## src/rtl/qam16_pkg.sv

```systemverilog
// rtl/qam16_pkg.sv - shared QAM16 level codes, state encoding and default constants
package qam16_pkg;

  // Gray level codes per axis, shared with the transmit symbol mapper
  localparam logic [1:0] LVL_M3 = 2'b00;
  localparam logic [1:0] LVL_M1 = 2'b01;
  localparam logic [1:0] LVL_P1 = 2'b11;
  localparam logic [1:0] LVL_P3 = 2'b10;

  // Receiver state encoding
  localparam logic [1:0] ST_ACQ   = 2'd0;
  localparam logic [1:0] ST_PICK  = 2'd1;
  localparam logic [1:0] ST_TRACK = 2'd2;

  // Default link constants
  localparam int                 DEF_SPS      = 4;
  localparam int                 DEF_ACQ_SYMS = 64;
  localparam logic signed [15:0] DEF_THRESH   = 16'sd2048;

  // Magnitude of a 16-bit sample; the most negative value clips to 32767
  function automatic logic [15:0] abs_sat(input logic signed [15:0] x);
    if (x == 16'sh8000)
      return 16'd32767;
    else if (x < 16'sd0)
      return unsigned'(-x);
    else
      return unsigned'(x);
  endfunction

endpackage

```

## src/rtl/qam16_slicer.sv

```systemverilog
// rtl/qam16_slicer.sv - single-axis 4-level decision slicer
module qam16_slicer
  import qam16_pkg::*;
#(
  parameter logic signed [15:0] THRESH = DEF_THRESH
) (
  input  logic signed [15:0] x,
  output logic        [1:0]  code
);

  localparam logic signed [15:0] NTHRESH = -THRESH;

  // Decide the nearest level; zero goes to +1 and exactly +/-THRESH go to the outer levels
  always_comb begin
    code = LVL_P3;
    if (x <= NTHRESH)
      code = LVL_M3;
    else if (x < 16'sd0)
      code = LVL_M1;
    else if (x < THRESH)
      code = LVL_P1;
  end

endmodule

```

## src/rtl/qam16_rx_demod.sv

```systemverilog
// rtl/qam16_rx_demod.sv - QAM16 symbol timing acquisition and demapper
module qam16_rx_demod
  import qam16_pkg::*;
#(
  parameter int                 SPS      = DEF_SPS,
  parameter int                 ACQ_SYMS = DEF_ACQ_SYMS,
  parameter logic signed [15:0] THRESH   = DEF_THRESH
) (
  input  logic               clk,
  input  logic               reset,
  input  logic               din_valid,
  input  logic signed [15:0] din_i,
  input  logic signed [15:0] din_q,
  input  logic               resync,
  output logic        [3:0]  sym_data,
  output logic               sym_valid,
  output logic               locked,
  output logic        [3:0]  sym_phase
);

  localparam int PW   = (SPS > 1) ? $clog2(SPS) : 1;
  localparam int NACQ = ACQ_SYMS * SPS;
  localparam int CW   = $clog2(NACQ) + 1;

  localparam logic [PW-1:0] PH_LAST  = PW'(SPS - 1);
  localparam logic [CW-1:0] CNT_LAST = CW'(NACQ - 1);

  logic [PW-1:0] phase;
  logic [1:0]    state;
  logic [23:0]   acc [SPS];
  logic [CW-1:0] cnt;
  logic [PW-1:0] scan_idx;
  logic [PW-1:0] best_idx;
  logic [23:0]   best_val;
  logic [PW-1:0] sel_phase;
  logic [16:0]   mag;
  logic          scan_win;
  logic [1:0]    code_i;
  logic [1:0]    code_q;

  // Per-sample energy estimate used to find the eye opening
  assign mag      = {1'b0, abs_sat(din_i)} + {1'b0, abs_sat(din_q)};
  // Strictly greater keeps the earliest phase on ties
  assign scan_win = acc[scan_idx] > best_val;
  assign sym_phase = 4'(sel_phase);

  qam16_slicer #(.THRESH(THRESH)) u_slice_i (
    .x    (din_i),
    .code (code_i)
  );

  qam16_slicer #(.THRESH(THRESH)) u_slice_q (
    .x    (din_q),
    .code (code_q)
  );

  // Free-running sample phase; only reset clears it so resync keeps timing continuity
  always_ff @(posedge clk) begin
    if (reset)
      phase <= '0;
    else if (din_valid)
      phase <= (phase == PH_LAST) ? '0 : phase + 1'b1;
  end

  // Acquisition, phase pick and tracking state machine
  always_ff @(posedge clk) begin
    if (reset || resync) begin
      state     <= ST_ACQ;
      cnt       <= '0;
      locked    <= 1'b0;
      sym_valid <= 1'b0;
      scan_idx  <= '0;
      best_idx  <= '0;
      best_val  <= '0;
      for (int k = 0; k < SPS; k++)
        acc[k] <= '0;
      if (reset) begin
        sel_phase <= '0;
        sym_data  <= 4'b0000;
      end
    end else begin
      sym_valid <= 1'b0;
      case (state)
        ST_ACQ: begin
          if (din_valid) begin
            acc[phase] <= acc[phase] + {7'd0, mag};
            cnt        <= cnt + 1'b1;
            if (cnt == CNT_LAST) begin
              state    <= ST_PICK;
              scan_idx <= '0;
              best_idx <= '0;
              best_val <= '0;
            end
          end
        end
        ST_PICK: begin
          if (scan_win) begin
            best_val <= acc[scan_idx];
            best_idx <= scan_idx;
          end
          if (scan_idx == PH_LAST) begin
            state     <= ST_TRACK;
            sel_phase <= scan_win ? scan_idx : best_idx;
            locked    <= 1'b1;
          end else begin
            scan_idx <= scan_idx + 1'b1;
          end
        end
        ST_TRACK: begin
          if (din_valid && (phase == sel_phase)) begin
            sym_valid <= 1'b1;
            sym_data  <= {code_i, code_q};
          end
        end
        default: state <= ST_ACQ;
      endcase
    end
  end

endmodule

```

## config.mk

```make
export PLATFORM = sky130hd
export DESIGN_NAME = qam16_rx_demod
export DESIGN_NICKNAME = d
export VERILOG_FILES = /design/src/rtl/qam16_pkg.sv /design/src/rtl/qam16_slicer.sv /design/src/rtl/qam16_rx_demod.sv
export SDC_FILE = /design/constraint.sdc
export NUM_CORES = 1
export LEC_CHECK = 0
export BUFFER_PORTS_ARGS = -buffer_cell sky130_fd_sc_hd__buf_2
export CORE_AREA = 2 2 136 138
export CTS_CLUSTER_SIZE = 28
export DETAILED_ROUTE_END_ITERATION = 10
export DIE_AREA = 0 0 138 140
export PLACE_DENSITY = 0.7
export SETUP_SLACK_MARGIN = 0.1
export SLEW_MARGIN = 20
export SYNTH_ARGS = -nofsm -noshare
export SYNTH_HDL_FRONTEND = slang
export SYNTH_SLANG_ARGS = --single-unit
```

## constraint.sdc

```tcl
create_clock -name clk -period 13.92 [get_ports clk]
set_input_delay 2.088 -clock clk [delete_from_list [all_inputs] [get_ports clk]]
set_output_delay 2.088 -clock clk [all_outputs]
set_load 0.02 [all_outputs]
```

==> results of run 1 <==
## per-stage QoR
stage,std cells,setup WS (ns),power [uW]
after floorplan,845,7.66,794
after global placement,1091,6.91,879
after detailed placement,1091,6.79,885
after CTS,1123,7.22,1330
after global routing,1123,6.70,1400
final,1123,7.21,1330
## cells in the final DEF, fill, tap and decap left out, types with 4 or more instances in the layout
cell type,Yosys,layout
inv_1,82,82
and4_1,4,4
nand2b_1,10,10
a21oi_1,32,32
mux2i_1,5,5
buf_2,6,43
nand3_1,14,14
nand4_1,7,7
o31ai_1,4,4
nor3_1,5,5
nor2_1,162,162
clkbuf_16,0,19
o21ai_0,26,26
nor2b_1,8,8
dfxtp_1,47,45
or3_1,4,4
nand2_1,38,38
or4_1,4,4
xor2_1,20,20
ha_1,46,46
clkinv_4,0,6
a211oi_1,6,6
or2_2,4,4
and3_1,6,6
fa_1,17,17
o21bai_1,4,4
xnor2_1,28,28
mux4_2,48,48
a22o_2,23,24
buf_4,3,12
edfxtp_1,102,102
## per-layer routing
layer	up-vias	track usage, %
met4	0	7.52
met1	3168	27.9
li1	3102	-
met5	-	0
met2	182	38.5
met3	26	3.18
## worst max-delay path: stages
cell	delay (ns)
buf_2	0.12
nor4_1	0.49
nand3_1	0.28
nor4b_2	0.84
nor2_1	0.17
fa_1	0.57
inv_1	0.04
ha_1	0.34
a21oi_1	0.29
nand2b_1	0.14
a2111oi_2	0.54
nor3_1	0.20
o311ai_1	0.37
xor2_1	0.30
nor2_1	0.09
## final cells by class
class	count	area share, %
sequential	149	39.3
timing repair buffer	55	3.00
tap	229	2.81
inverter	82	3.02
clock buffer	19	4.67
clock inverter	13	1.07
multi-input combinational	576	46.1
## registers in the layout, indices dropped and copies added (netlist names), named ones only
name       flops
acc           96
best_val      24
cnt            9
sym_data       4
best_idx       2
phase          2
scan_idx       2
sel_phase      2
state          2
locked         1
sym_valid      1
## how the worst max path moves through the flow
stage                        start                       end  slack (ns)  cells after the start
final                     din_i[5]  acc[2][22]$_SDFFCE_PN0P_        7.21                     15
after floorplan           din_q[7]  acc[1][19]$_SDFFCE_PN0P_        7.66                     17
after global placement    din_i[5]  acc[0][21]$_SDFFCE_PN0P_        6.91                     16
after detailed placement  din_i[5]  acc[0][20]$_SDFFCE_PN0P_        6.79                     15
after CTS                 din_i[5]  acc[0][21]$_SDFFCE_PN0P_        7.22                     16
after global routing      din_i[5]  acc[0][20]$_SDFFCE_PN0P_        6.70                     15
## where the power goes
part	internal (uW)	leakage [uW]	total [uW]	switching, uW
clock	253	0.000287	447	193
sequential	502	0.00151	515	12.7
combinational	137	0.00226	366	229
## cell families (layout without fill, tap and decap cells)
family / after synthesis / after routing / share of synthesized area (%)
buffers and inverters: 120 / 169 / 5.50
other: 1 / 2 / 0.0408
flip-flops: 149 / 149 / 43.5
multiplexers: 54 / 54 / 12.4
AO/OA/AOI/OAI: 130 / 130 / 10.0
adder cells (fa/ha/maj): 63 / 63 / 9.96
XOR/XNOR: 48 / 48 / 4.57
AND/OR/NAND/NOR: 279 / 279 / 13.9
==> flow_summary.ini, run 1 <==
[clock_tree]
cts_buffers = 17
cts_resized = 0
root_buffer = clkbuf_16
post_cts_buffers = 0
cts_max_level = 4
clkSinkCount = 149
clockBufferDepth = 2
cts_tree = yes
worstSkewPairLatency_ns = 0.43
holdBufCountCts = 0
clk_pin_slew_ns = 0.06

[sta]
hold_slack_ns = 0.475
tightest_slew_ns = 0.982
finalClockSkew_ns = 0.0102
fmax_mhz = 149
setup_viol = 0
tns_ns = 0
slew_violations = 0
relSlewSlack_pct = 34.5
rsz0062_at_grt = false
post-route-period-util_pct = 48.2
min_period_ns = 6.71
final_hold_viol_count = 0

[finish]
utilization_pct = 57.3
multiInputGateArea_sq_um = 4700
seqCellArea_sq_um = 4010
synthToLayoutAreaGrowth_pct = 10.8
fin_nets = 980
fill_cells = 1485
fin_area_sq_um = 10200
diodes = 0
drive_above_1_share_pct = 19.6

[synthesis]
synth_cells = 844
syn_avg_cell_area_sq_um = 10.9
synth_common_cells = 162 x nor2_1, 102 x edfxtp_1, 82 x inv_1, 48 x mux4_2, 47 x dfxtp_1
synth_top_cell_area_share_pct = 33.3
ys.warnings.count = 0
ys_ff_latch = 149
synth.distinct_cells = 65
synthFlopType = edfxtp_1
netlist_area_sq_um = 9190
synth-edff-count = 102
ys_seq_area_share_pct = 43.5
synthArstFlopShare_pct = 0
synth.most_common_cell = nor2_1
netlist_top_cells_area = edfxtp_1 33%, mux4_2 12%, dfxtp_1 10%
synth_top_area_cell = edfxtp_1

[global_route]
grt_first_pass_wirelength_um = 33200
grt_max_degree = 27
track_usage_pct = 21.9
grt_pass1_vias = 6512
antenna_found_initial = 0
grt.overflow.total = 0

[min_path]
min_path_cells = 1
whs_endpoint = best_val[21]$_SDFFE_PN0P_
min_path_type = reg -> reg
min_from = best_val[21]$_SDFFE_PN0P_

[power_and_ir_drop]
p_per_area_nw_per_um2 = 130
leakagePower_uw = 0.00406
peakVddDrop_mv = 0.0919

[place]
hpwl_um = 14100
place_area_sq_um = 9600
numPortBuffers = 43
place.gp.congestion = 0.848

[floorplanning]
die_w_um = 138
coreArea_sq_um = 17800
start_util_pct = 51.7
io_pins = 46
fp.dieH_um = 140
fp-row-count = 49
die_area_sq_um = 19300

[detailed_routing]
wirelength_um = 20500
wl_per_cell_um = 18.3
vias = 6478
vias_per_cell = 5.77
top_layer = met4
ant_nets = 0
route.met2.wl_um = 10400
met3_length_um = 925
first_iter_violations = 557
met1_length_um = 8840
drc_errors = 0
drt_pass1_iterations = 5

[setup_path]
arrival_ns = 6.88
worstPathRequired_ns = 14.09
path_class = in -> reg
cp_max_fo = 13
worstReg2RegEnd = acc[2][22]$_SDFFCE_PN0P_
startpoint_type = primary input
reg2reg_slack_ns = 9.54
reg2reg_depth = 13
endpoint_kind = register

[outcome]
status = finished, final reports clean

[flow_run]
max_cap_violations = 0
Note: power is estimated with default switching activity, not from simulation.
==> run 2, diff against run 1 <==
- PLACE_DENSITY: 0.7 -> 0.73
- clock period: 13.92 -> 5.89 ns (I/O delays scaled with it)
==> flow_summary.ini, run 2 (same netlist as run 1, synthesis figures left out) <==
[clock_tree]
clk_pin_slew_ns = 0.06
clockBufferDepth = 2
clkSinkCount = 149
cts_max_level = 4
root_buffer = clkbuf_16
cts_buffers = 17
worstSkewPairLatency_ns = 0.43
cts_resized = 0
holdBufCountCts = 0
post_cts_buffers = 0
cts_tree = yes

[detailed_routing]
wirelength_um = 20500
vias = 6530
wl_per_cell_um = 18.1
ant_nets = 0
first_iter_violations = 570
vias_per_cell = 5.79
drt_pass1_iterations = 7
drc_errors = 0

[global_route]
antenna_found_initial = 0
grt.overflow.total = 0
grt_pass1_vias = 6508
grt_max_degree = 27
grt_first_pass_wirelength_um = 33300
track_usage_pct = 22.0

[min_path]
min_path_type = reg -> reg

[finish]
largest_reg_flops = 96
drive_above_1_share_pct = 19.8
final_common_cell = nor2_1
synthToLayoutAreaGrowth_pct = 11.9
fin_nets = 984
fill_cells = 1430
largest_register = acc
final_cell_mix = 162 x nor2_1, 102 x edfxtp_1, 82 x inv_1
reg.largest.list = acc x96, best_val x24, cnt x9
fin_area_sq_um = 10300
diodes = 0

[setup_path]
crit_path_max_incr_delay_ns = 0.50
worstPathRequired_ns = 6.05
crit_buf_inv = 3
crit_path_cell_trace = buf_2 -> or2_2 -> or4_1 -> nor2_1 -> and3_1 -> buf_4 -> nor2_1 -> fa_1 -> inv_1 -> ha_1 -> a211oi_1 -> nor2_1 -> a2111oi_2 -> nor3_1 -> o311ai_1 -> xor2_1 -> nor2_1
path_common_cell = nor2_1
arrival_ns = 5.41
cp_max_fo = 6
startpoint_type = primary input
cp_slowest_cell = or4_1
path_class = in -> reg
cp_top_family = simple AND/OR/NAND/NOR gates
endpoint_kind = register

[power_and_ir_drop]
leakagePower_uw = 0.00412
intPower_uw = 2220
p_comb_share_pct = 26.7
peakVddDrop_mv = 0.192
power_uw = 3250
seq_power_share_pct = 37.8
clkPwrFrac_pct = 35.6
p_sw_uw = 1020
sw_frac_of_total_pct = 31.5
p_per_area_nw_per_um2 = 316

[sta]
rsz0062_at_grt = false
slew_violations = 0
tns_ns = 0
tightest_slew_ns = 0.940
min_period_ns = 5.25
post-route-period-util_pct = 89.2
fmax_mhz = 190
setup_viol = 0
final_hold_viol_count = 0
finalClockSkew_ns = 0.0121
relSlewSlack_pct = 37.3

[outcome]
status = finished, final reports clean

[flow_run]
max_cap_violations = 0

[floorplanning]
fp.dieH_um = 140
fp-row-count = 49
io_pins = 46
die_area_sq_um = 19300
coreArea_sq_um = 17800
die_w_um = 138
start_util_pct = 51.7

[place]
place_area_sq_um = 9630
hpwl_um = 14200
place.gp.congestion = 0.874
numPortBuffers = 43
[run 2: changes by cell type in the layout (fill, tap and decap cells not counted), sizes merged]
cell      before  now
clkinvlp       1    0
clkinv         7    1
buf           55   59
inv           87   88
clkbuf        19   25
[run 2: worst paths after layout]
path	end	slack [ns]	startpoint	depth (start not counted)
min	best_val[22]$_SDFFE_PN0P_	0.48	best_val[22]$_SDFFE_PN0P_	1
min reg2reg	best_val[22]$_SDFFE_PN0P_	0.48	best_val[22]$_SDFFE_PN0P_	1
max reg2reg	acc[1][22]$_SDFFCE_PN0P_	1.32	register	12
max	acc[1][22]$_SDFFCE_PN0P_	0.64	din_q[7]	17
[run 2: metrics by stage]
stage | utilization [%] | setup slack (ns) | hold slack, ns | std cells
after floorplan | - | 0.835 | 0.442 | 845
after global placement | 54.2 | 0.486 | 0.456 | 1095
after detailed placement | 54.2 | 0.365 | 0.454 | 1095
after CTS | 57.8 | 0.734 | 0.478 | 1127
after global routing | 57.8 | 0.338 | 0.493 | 1127
final | 57.8 | 0.636 | 0.476 | 1127
[run 2: worst register-to-register path, cell delays in order, from the launching register on]
cell and delay, ns:
dfxtp_2 0.83, mux4_2 0.59, inv_1 0.14, fa_1 0.42
inv_1 0.12, ha_1 0.27, a211oi_1 0.26, nor2_1 0.17
a2111oi_2 0.47, nor3_1 0.19, o311ai_1 0.37, xor2_1 0.37
nor2_1 0.10
[run 2: final cells by class]
type | instances | area [sq um] | share of cell area (%)
repair buffers | 59 | 335 | 3.26
clock inverters | 7 | 58.8 | 0.572
inverters | 82 | 308 | 2.99
well taps | 229 | 287 | 2.79
clock buffers | 25 | 593 | 5.77
multi-input cells | 576 | 4700 | 45.7
flip-flops and latches | 149 | 4010 | 39.0
[run 2: power by group through the flow]
stage | registers [uW] | clock network [uW] | logic, uW
6_report | 1230 | 1150 | 865
5_1_grt | 1230 | 1210 | 964
4_1_cts | 1230 | 1160 | 860
3_5_place_dp | 1250 | 0 | 845
3_3_place_gp | 1240 | 0 | 830
2_1_floorplan | 1230 | 0 | 648
[run 2: per-layer routing]
layer	track usage (%)	wire length [um]	vias to the layer above
met1	27.4	8420	3158
li1	-	-	3098
met4	8.81	554	0
met5	0	0	-
met2	37.5	10300	232
met3	4.82	1140	42
